**src/rtl/shift_transmitter.sv**
```systemverilog
// Parallel-to-serial shifter for the JTAG data path: accepts a word on ready/load and shifts it out on enable.
// Optional full-duplex capture of a serial input is enabled by defining SHIFT_TRANSMITTER_CAPTURE_EN.
module shift_transmitter #(
  parameter int unsigned WIDTH     = 32,
  parameter bit          LSB_FIRST = 1'b0
) (
  input  logic                           clk,
  input  logic                           reset,
  input  logic                           load,
  input  logic [WIDTH-1:0]               in,
  output logic                           ready,
  input  logic                           enable,
  output logic                           out,
  output logic                           done,
  output logic                           busy,
  output logic [$clog2(WIDTH+1)-1:0]     bits_left
`ifdef SHIFT_TRANSMITTER_CAPTURE_EN
  ,
  input  logic                           sin,
  output logic [WIDTH-1:0]               captured,
  output logic                           captured_valid
`endif
);

  localparam int unsigned CW = $clog2(WIDTH + 1);

  localparam logic [0:0] IDLE  = 1'b0;
  localparam logic [0:0] SHIFT = 1'b1;

  logic [0:0]       state, state_next;
  logic [WIDTH-1:0] sr, sr_next;
  logic             out_next;
  logic             done_next;
  logic [CW-1:0]    bits_next;

`ifdef SHIFT_TRANSMITTER_CAPTURE_EN
  logic [WIDTH-1:0] cap, cap_next;
  logic [WIDTH-1:0] captured_next;
  logic             captured_valid_next;
`endif

  // Handshake status is decoded straight from the state register.
  assign ready = (state == IDLE);
  assign busy  = ~ready;

  // Next-state and datapath update; done is a pulse so it defaults low.
  always_comb begin
    state_next = state;
    sr_next    = sr;
    out_next   = out;
    done_next  = 1'b0;
    bits_next  = bits_left;
`ifdef SHIFT_TRANSMITTER_CAPTURE_EN
    cap_next            = cap;
    captured_next       = captured;
    captured_valid_next = 1'b0;
`endif
    case (state)
      IDLE: begin
        if (load) begin
          sr_next    = in;
          bits_next  = CW'(WIDTH);
          state_next = SHIFT;
        end
      end
      SHIFT: begin
        if (enable && (bits_left != CW'(0))) begin
          out_next  = LSB_FIRST ? sr[0] : sr[WIDTH-1];
          sr_next   = LSB_FIRST ? (sr >> 1) : (sr << 1);
          bits_next = bits_left - CW'(1);
`ifdef SHIFT_TRANSMITTER_CAPTURE_EN
          // First received bit lands where the first sent bit came from.
          cap_next = LSB_FIRST ? ((cap >> 1) | (WIDTH'(sin) << (WIDTH - 1)))
                               : ((cap << 1) | WIDTH'(sin));
`endif
          if (bits_left == CW'(1)) begin
            done_next  = 1'b1;
            state_next = IDLE;
`ifdef SHIFT_TRANSMITTER_CAPTURE_EN
            captured_next       = cap_next;
            captured_valid_next = 1'b1;
`endif
          end
        end
      end
    endcase
  end

  always_ff @(posedge clk) begin
    if (reset) begin
      state     <= IDLE;
      sr        <= '0;
      out       <= 1'b0;
      done      <= 1'b0;
      bits_left <= '0;
`ifdef SHIFT_TRANSMITTER_CAPTURE_EN
      cap            <= '0;
      captured       <= '0;
      captured_valid <= 1'b0;
`endif
    end else begin
      state     <= state_next;
      sr        <= sr_next;
      out       <= out_next;
      done      <= done_next;
      bits_left <= bits_next;
`ifdef SHIFT_TRANSMITTER_CAPTURE_EN
      cap            <= cap_next;
      captured       <= captured_next;
      captured_valid <= captured_valid_next;
`endif
    end
  end

endmodule
```
**config.mk**
```make
export PLATFORM = sky130hd
export DESIGN_NAME = shift_transmitter
export DESIGN_NICKNAME = d
export VERILOG_FILES = /design/src/rtl/shift_transmitter.sv
export SDC_FILE = /design/constraint.sdc
export NUM_CORES = 1
export LEC_CHECK = 0
export CAP_MARGIN = 0
export CORE_MARGIN = 2
export CORE_UTILIZATION = 38
export DETAILED_ROUTE_END_ITERATION = 16
export REMOVE_ABC_BUFFERS = 1
export SYNTH_ARGS = -nofsm -noshare
export SYNTH_HDL_FRONTEND = slang
export SYNTH_SLANG_ARGS = --single-unit
```
**constraint.sdc**
```tcl
create_clock -name clk -period 4.1 [get_ports clk]
set_clock_uncertainty 0.2 [all_clocks]
set_input_delay 0.41 -clock clk [delete_from_list [all_inputs] [get_ports clk]]
set_output_delay 0.41 -clock clk [all_outputs]
set_load 0.005 [all_outputs]
```
==> results.json, run 1 <==
{
  "status": "complete, no violations",
  "ant_nets": 0,
  "slew_headroom": 0.277,
  "postCtsHoldBufs": 0,
  "die_area_sq_um": 6030,
  "htreeDepth": 2,
  "cp.arrival_ns": 1.94,
  "critPathBufInv": 2,
  "synthDistinctLibCells": 31,
  "placementRows": 26,
  "setup_viol": 0,
  "max_freq_mhz": 393,
  "yosysTopAreaCell": "dfxtp_1",
  "wl_per_cell_um": 12.3,
  "dp.cells": 298,
  "drv_cap": 0,
  "drt_pass1_iterations": 4,
  "numCtsBuffers": 5,
  "cts_buffer_depth": 2,
  "synth_area_leaders": "dfxtp_1 40%, a211oi_2 19%, mux2i_1 16%",
  "antenna_found_initial": 0,
  "drc": 0,
  "final_cells": 306,
  "grt_max_degree": 65,
  "worst_slew_pin_slew_ns": 1.08,
  "place.gp.congestion": 0.726,
  "max-vdd-ir-drop_v": 0.000153,
  "track_usage": 0.129,
  "worstPathCellList": "buf_4 > clkdlybuf4s50_1",
  "drt_iter0_markers": 50,
  "crit_slowest_cell": "dfxtp_2",
  "period_needed_ns": 2.55,
  "syn_avg_cell_area_sq_um": 10.5,
  "grt_setup_unrepaired": "no",
  "clock_sinks": 41,
  "comb_power_share": 0.273,
  "port-buffer-count": 45,
  "cts_tree": "done",
  "cpLargestDelayFamily": "buffers and inverters",
  "postCtsSetupBuffers": 0,
  "fin_nets": 274,
  "io-pin-count": 46,
  "clk_latency_ns": 0.29,
  "routed_via_density": 4.92,
  "start_kind": "register",
  "n_antenna_cell": 0,
  "clockPowerShare": 0.252,
  "worstPathRequired_ns": 3.49,
  "initial_utilization": 0.398,
  "grt_pass1_wl_um": 6300,
  "synth_top_area_share": 0.398,
  "ys_seq_area_frac": 0.398,
  "power.density_nw_per_um2": 396,
  "use_met3": 0.0349,
  "core-area_sq_um": 5170,
  "hold_path_class": "reg2reg",
  "yosys_warnings": 0,
  "p_int_uw": 709,
  "post_cts_resized": 0,
  "syn_to_final_growth_pct": 26.0,
  "gr-total-overflow": 0,
  "final_max_slew_viol_count": 0,
  "ys_seq_elements": 41,
  "netSwitchingFraction": 0.310,
  "synthesis.instances": 197,
  "sequentialPowerShare": 0.475,
  "slowest_delay_ns": 0.62,
  "fin_crit_sh": 0.621,
  "die_x_um": 77.6,
  "crit_fanout": 23,
  "dp_hpwl_um": 2460,
  "synth_edf_count": 0,
  "fin_setup_tns_ns": 0,
  "path_clk_slew_ns": 0.08,
  "die_h_um": 77.6,
  "drive_above_1_share": 0.199,
  "endpoint_kind": "output pin",
  "hold_viol": 0,
  "power.switching_uw": 319,
  "routed_wl_um": 3770,
  "use_met1": 0.165,
  "route.vias.total": 1507,
  "cts-root-buf": "clkbuf_8",
  "yosysMostFrequentCell": "dfxtp_1",
  "synthTopCellsByCount": "41 x dfxtp_1, 35 x nor2_1, 33 x mux2i_1",
  "syn_area_sq_um": 2060,
  "grt_util_met2": 0.204,
  "gr-max-usage-layer": "met2",
  "async_flop_share": 0,
  "crit_type": "reg2out",
  "synth_flop_cell": "dfxtp_1",
  "grt_pass1_vias": 1392,
  "p_leak_nw": 0.913
}
==> routing by layer <==
layer / share of wire / routed length, um
met5: 0 / 0
met4: 0.016 / 60
met3: 0.043 / 162
met2: 0.46 / 1750
met1: 0.48 / 1800
==> sequential cells by signal, summed over array words and instances, names as in the netlist <==
register   cells
done           1
bits_left      6
busy           1
out            1
sr            32
==> cells by family after synthesis <==
logic type | after synthesis | share of synthesized area
AND/OR/NAND/NOR | 52 | 0.112
adder cells (fa/ha/maj) | 3 | 0.0182
multiplexers | 33 | 0.160
buffers and inverters | 20 | 0.0552
XOR/XNOR | 1 | 0.00425
flip-flops | 41 | 0.398
AO/OA/AOI/OAI | 47 | 0.251
==> per-stage QoR <==
step / power, mW / instance area [sq um] / setup slack, ns / util / hold WS, ns
6_report: 1.03 / 2600 / 1.55 / 0.502 / 0.312
4_1_cts: 1.05 / 2600 / 1.50 / 0.502 / 0.320
5_1_grt: 1.09 / 2600 / 1.46 / 0.502 / 0.354
3_5_place_dp: 0.783 / 2510 / 1.51 / 0.485 / 0.293
3_3_place_gp: 0.782 / 2510 / 1.53 / 0.485 / 0.281
2_1_floorplan: 0.695 / 1960 / 0.325 / - / 0.264
==> layout make-up <==
| class | count | area, sq um |
|---|---|---|
| repair buffers | 47 | 460 |
| multi-input cells | 136 | 1130 |
| fillers | 489 | 2570 |
| well taps | 70 | 87.6 |
| clock inverters | 3 | 17.5 |
| clock buffers | 5 | 68.8 |
| inverters | 4 | 15.0 |
| flip-flops and latches | 41 | 822 |
==> worst min-delay path, cell delays in order (launching register included) <==
cell and delay (ns):
dfxtp_1 0.34, mux2i_1 0.07, nor2_1 0.07
==> cell usage in the layout, fill, tap and decap left out, types with 2 or more instances in the layout <==
master / instances
clkdlybuf4s50_1: 44
dfxtp_1: 40
nor2_1: 35
mux2i_1: 33
a211oi_2: 32
nand2_1: 7
clkbuf_8: 5
inv_1: 4
a21oi_1: 4
ha_1: 3
nor4_1: 2
or3_1: 2
nor3_1: 2
clkinv_2: 2
buf_4: 2
==> power by group through the flow <==
stage               registers (mW)  clock network [mW]  logic, mW
floorplan                    0.496                   0      0.200
global placement             0.498                   0      0.283
detailed placement           0.498                   0      0.285
CTS                          0.489               0.272      0.286
global route                 0.496               0.284      0.311
finish                       0.488               0.259      0.280
==> path summary, 6_finish.rpt <==
kind                        to  startpoint  cells past startpoint  slack, ns
hold reg to reg            out         out                      2       0.31
hold / removal             out         out                      2       0.31
setup / recovery          busy        busy                      2       1.55
setup reg to reg  bits_left[5]        busy                      5       1.75
(Power assumes the default switching activity.)
==> inputs of run 2 (changes only) <==
PLACE_DENSITY = 0.65   (was not set)
clock period = 2.29 ns   (was 4.1 ns; I/O delays follow)
==> results.json, run 2 (synthesis results as in run 1) <==
{
  "status": "complete, no violations",
  "path_clk_slew_ns": 0.07,
  "post_cts_resized": 0,
  "routed_via_density": 5.05,
  "track_usage": 0.140,
  "die_area_sq_um": 6030,
  "layout_commonest_cell": "clkdlybuf4s50_1",
  "n_antenna_cell": 0,
  "antenna_found_initial": 0,
  "worstPathRequired_ns": 2.30,
  "drv_cap": 0,
  "syn_to_final_growth_pct": 28.3,
  "grt_setup_unrepaired": "no",
  "largestRegisters": "sr: 32 flops, bits_left: 6 flops",
  "ant_nets": 0,
  "start_kind": "register",
  "n_fill_cell": 471,
  "period_needed_ns": 1.91,
  "fin_setup_tns_ns": 0,
  "drive_above_1_share": 0.199,
  "clock_sinks": 41,
  "grt_pass1_vias": 1496,
  "r2r-end": "sr[18]",
  "endpoint_kind": "register",
  "clk_latency_ns": 0.29,
  "initial_utilization": 0.398,
  "timing.hold.ws_ns": 0.306,
  "final_max_slew_viol_count": 0,
  "dpl_cell_area_sq_um": 2550,
  "hp-start": "out",
  "fin_area_sq_um": 2640,
  "crit_end": "sr[18]",
  "cts_buffer_depth": 2,
  "wl_per_cell_um": 12.9,
  "power.density_nw_per_um2": 702,
  "die_h_um": 77.6,
  "hold_path_class": "reg2reg",
  "hold_viol": 0,
  "startpoint": "bits_left[0]",
  "setup_viol": 0,
  "route.vias.total": 1570,
  "numCtsBuffers": 5,
  "io-pin-count": 46,
  "routed_wl_um": 4030,
  "p_leak_nw": 0.936,
  "fin_crit_sh": 0.835,
  "grt_pass1_wl_um": 6800,
  "regToRegSetupSlack_ns": 0.38,
  "max-vdd-ir-drop_v": 0.000343,
  "crit_type": "reg2reg",
  "core-area_sq_um": 5170,
  "cts-root-buf": "clkbuf_8",
  "post-route-util": 0.511,
  "crit_fanout": 26,
  "regMostFlops": "sr",
  "largest_reg_flops": 32,
  "drc": 0,
  "worst_slew_pin_slew_ns": 0.509,
  "cts_tree": "done",
  "gr-total-overflow": 0,
  "port-buffer-count": 45,
  "drt_pass1_iterations": 4,
  "place.gp.congestion": 0.821,
  "grt_max_degree": 39,
  "dp_hpwl_um": 2790,
  "reg2reg_depth": 6,
  "max_freq_mhz": 523,
  "placementRows": 26,
  "total_power_mw": 1.86,
  "final_cell_mix": "44 x clkdlybuf4s50_1, 40 x dfxtp_1, 35 x nor2_1",
  "drt_iter0_markers": 69,
  "cp.arrival_ns": 1.93,
  "r2r-start": "bits_left[0]",
  "htreeDepth": 2,
  "die_x_um": 77.6,
  "slew_headroom": 0.660,
  "fin_nets": 279
}
-- run 2: changes by cell type in the layout (fill, tap and decap cells not counted) --
cell           previous run  this run
buf_12                    0         1
buf_4                     2         5
clkbuf_1                  0         3
clkinv_2                  2         0
clkinvlp_4                1         0
dlygate4sd3_1             0         1
-- run 2: how the worst min path moves through the flow --
stage                         to  slack [ns]  cells after the start
finish                       out        0.31                      2
detailed placement  bits_left[0]        0.27                      2
floorplan           bits_left[5]        0.09                      1
global placement    bits_left[0]        0.27                      2
CTS                          out        0.32                      2
global route        bits_left[0]        0.34                      2
-- run 2: final cells by class --
cell class	count	area, sq um	area share
tap	70	87.6	0.0331
sequential	41	822	0.311
multi-input combinational	136	1130	0.426
timing repair buffer	52	513	0.194
inverter	4	15.0	0.00568
clock buffer	8	80.1	0.0303
-- run 2: critical path, stage by stage (launching register included) --
cell and delay, ns:
dfxtp_1 0.41, inv_1 0.11, ha_1 0.30, a31oi_4 0.20, buf_4 0.34, nor2_1 0.09
a211oi_2 0.19
-- run 2: what timing repair did --
item,CTS,global route
endpoints found under the hold margin,3,0
buffers inserted,0,0
hold buffers,1,0
-- run 2: where the power goes --
part,leakage (nW),internal [mW],switching (mW)
logic,0.559,0.263,0.265
registers,0.338,0.811,0.0623
clock network,0.0395,0.217,0.238
total,0.936,1.29,0.566
-- run 2: routing by layer --
layer  wire length (um)  GRT usage  vias up
li1                   -          -      803
met1               1970      0.179      730
met2               1830      0.224       33
met3                158     0.0337        4
met4                 66     0.0589        0
met5                  0          0        -
-- run 2: per-stage QoR --
stage,instances,worst slack (ns)
finish,311,0.377
global route,311,0.227
CTS,311,0.349
detailed placement,302,0.270
global placement,302,0.325
floorplan,181,-1.48
==> inputs of run 3 (changes only) <==
clock period = 1.7 ns   (was 2.29 ns; I/O delays follow)
==> results.json, run 3 (synthesis results as in run 1) <==
{
  "fin_setup_tns_ns": 0,
  "gr-total-overflow": 0,
  "initial_utilization": 0.398,
  "p_leak_nw": 1.16,
  "regMostFlops": "sr",
  "largest_reg_flops": 32,
  "worst_slew_pin_slew_ns": 0.427,
  "hp-start": "reset",
  "whs_endpoint": "bits_left[1]",
  "endpoint_kind": "register",
  "r2r-end": "sr[31]",
  "crit_type": "reg2reg",
  "slowest_delay_ns": 0.34,
  "fin_nets": 301,
  "holdPathStages": 2,
  "cts_buffer_depth": 2,
  "cts-root-buf": "clkbuf_8",
  "track_usage": 0.148,
  "final_max_slew_viol_count": 0,
  "cts_tree": "done",
  "routed_wl_um": 4450,
  "cp.arrival_ns": 1.69,
  "port-buffer-count": 45,
  "regToRegSetupSlack_ns": 0.01,
  "clk_latency_ns": 0.29,
  "fin_ws_ns": 0.0122,
  "setup_viol": 0,
  "wl_per_cell_um": 13.4,
  "hold_path_class": "in2reg",
  "critPathBufInv": 3,
  "largestRegisters": "sr: 32 flops, bits_left: 6 flops",
  "path_clk_slew_ns": 0.08,
  "period_needed_ns": 1.69,
  "htreeDepth": 2,
  "grt_max_degree": 32,
  "grt_pass1_vias": 1639,
  "clock_sinks": 41,
  "drc": 0,
  "hold_viol": 0,
  "die_h_um": 77.6,
  "postCtsHoldBufs": 0,
  "start_kind": "register",
  "power.density_nw_per_um2": 973,
  "final_cell_mix": "40 x clkdlybuf4s50_1, 35 x dfxtp_1, 33 x mux2i_1",
  "max-vdd-ir-drop_v": 0.000812,
  "fin_crit_sh": 0.993,
  "routed_via_density": 4.94,
  "antenna_found_initial": 0,
  "reg2reg_depth": 6,
  "n_antenna_cell": 0,
  "layout_commonest_cell": "clkdlybuf4s50_1",
  "crit_fanout": 13,
  "core-area_sq_um": 5170,
  "drt_iter0_markers": 50,
  "drt_pass1_iterations": 4,
  "status": "complete, no violations",
  "cpLargestDelayFamily": "buffers and inverters",
  "numCtsBuffers": 5,
  "drive_above_1_share": 0.430,
  "startpoint": "bits_left[4]",
  "place.gp.congestion": 0.856,
  "r2r-start": "bits_left[4]",
  "max_freq_mhz": 592,
  "slew_headroom": 0.715,
  "grt_pass1_wl_um": 7200,
  "worstPathCellList": "nor4_4 > buf_4 > a31oi_4 > buf_12 > buf_12 > a211oi_2",
  "die_x_um": 77.6,
  "post-route-util": 0.600,
  "ant_nets": 0,
  "pre_cts_slack_ns": -0.137,
  "die_area_sq_um": 6030,
  "cp_common_cell": "buf_12",
  "drv_cap": 0,
  "grt_setup_unrepaired": "yes",
  "route.vias.total": 1645,
  "dp_hpwl_um": 3040,
  "io-pin-count": 46,
  "worstPathRequired_ns": 1.70,
  "syn_to_final_growth_pct": 50.6,
  "timing.hold.ws_ns": 0.0916,
  "crit_slowest_cell": "dfxtp_2",
  "placementRows": 26
}
-- run 3: stage by stage --
| step | cells | power [mW] | area (sq um) |
|---|---|---|---|
| 3_3_place_gp | 323 | 2.06 | 2800 |
| 4_1_cts | 333 | 2.91 | 2950 |
| 3_5_place_dp | 323 | 2.08 | 2800 |
| 6_report | 333 | 3.02 | 3100 |
| 2_1_floorplan | 181 | 1.68 | 1960 |
| 5_1_grt | 333 | 3.18 | 3100 |
-- run 3: layout make-up --
type                       count  area, sq um
clock inverter                 2         37.5
tap                           70         87.6
inverter                       4         15.0
fill                         435         2070
sequential                    41          833
clock buffer                   6         82.6
multi-input combinational    136         1270
timing repair buffer          74          773
-- run 3: metal layers --
metal | share of wire | GRT usage
met1 | 0.47 | 0.182
met2 | 0.48 | 0.247
met3 | 0.038 | 0.0442
met4 | 0.011 | 0.0464
met5 | 0 | 0
-- run 3: how the worst max path moves through the flow --
stage,endpoint,cells after the start
final,sr[31],6
after global placement,sr[29],7
after CTS,sr[26],7
after global routing,sr[30],7
after floorplan,bits_left[5],4
after detailed placement,sr[30],7
-- run 3: power by group --
part,switching (mW),internal (mW)
Clock,0.337,0.477
Combinational,0.460,0.548
Sequential,0.105,1.09
Total,0.902,2.12
-- run 3: repair_timing --
item                       in CTS  in global routing
setup buffers                   2                  0
resized for setup              12                 46
pin swaps                       1                  1
setup endpoints to repair      34                 37
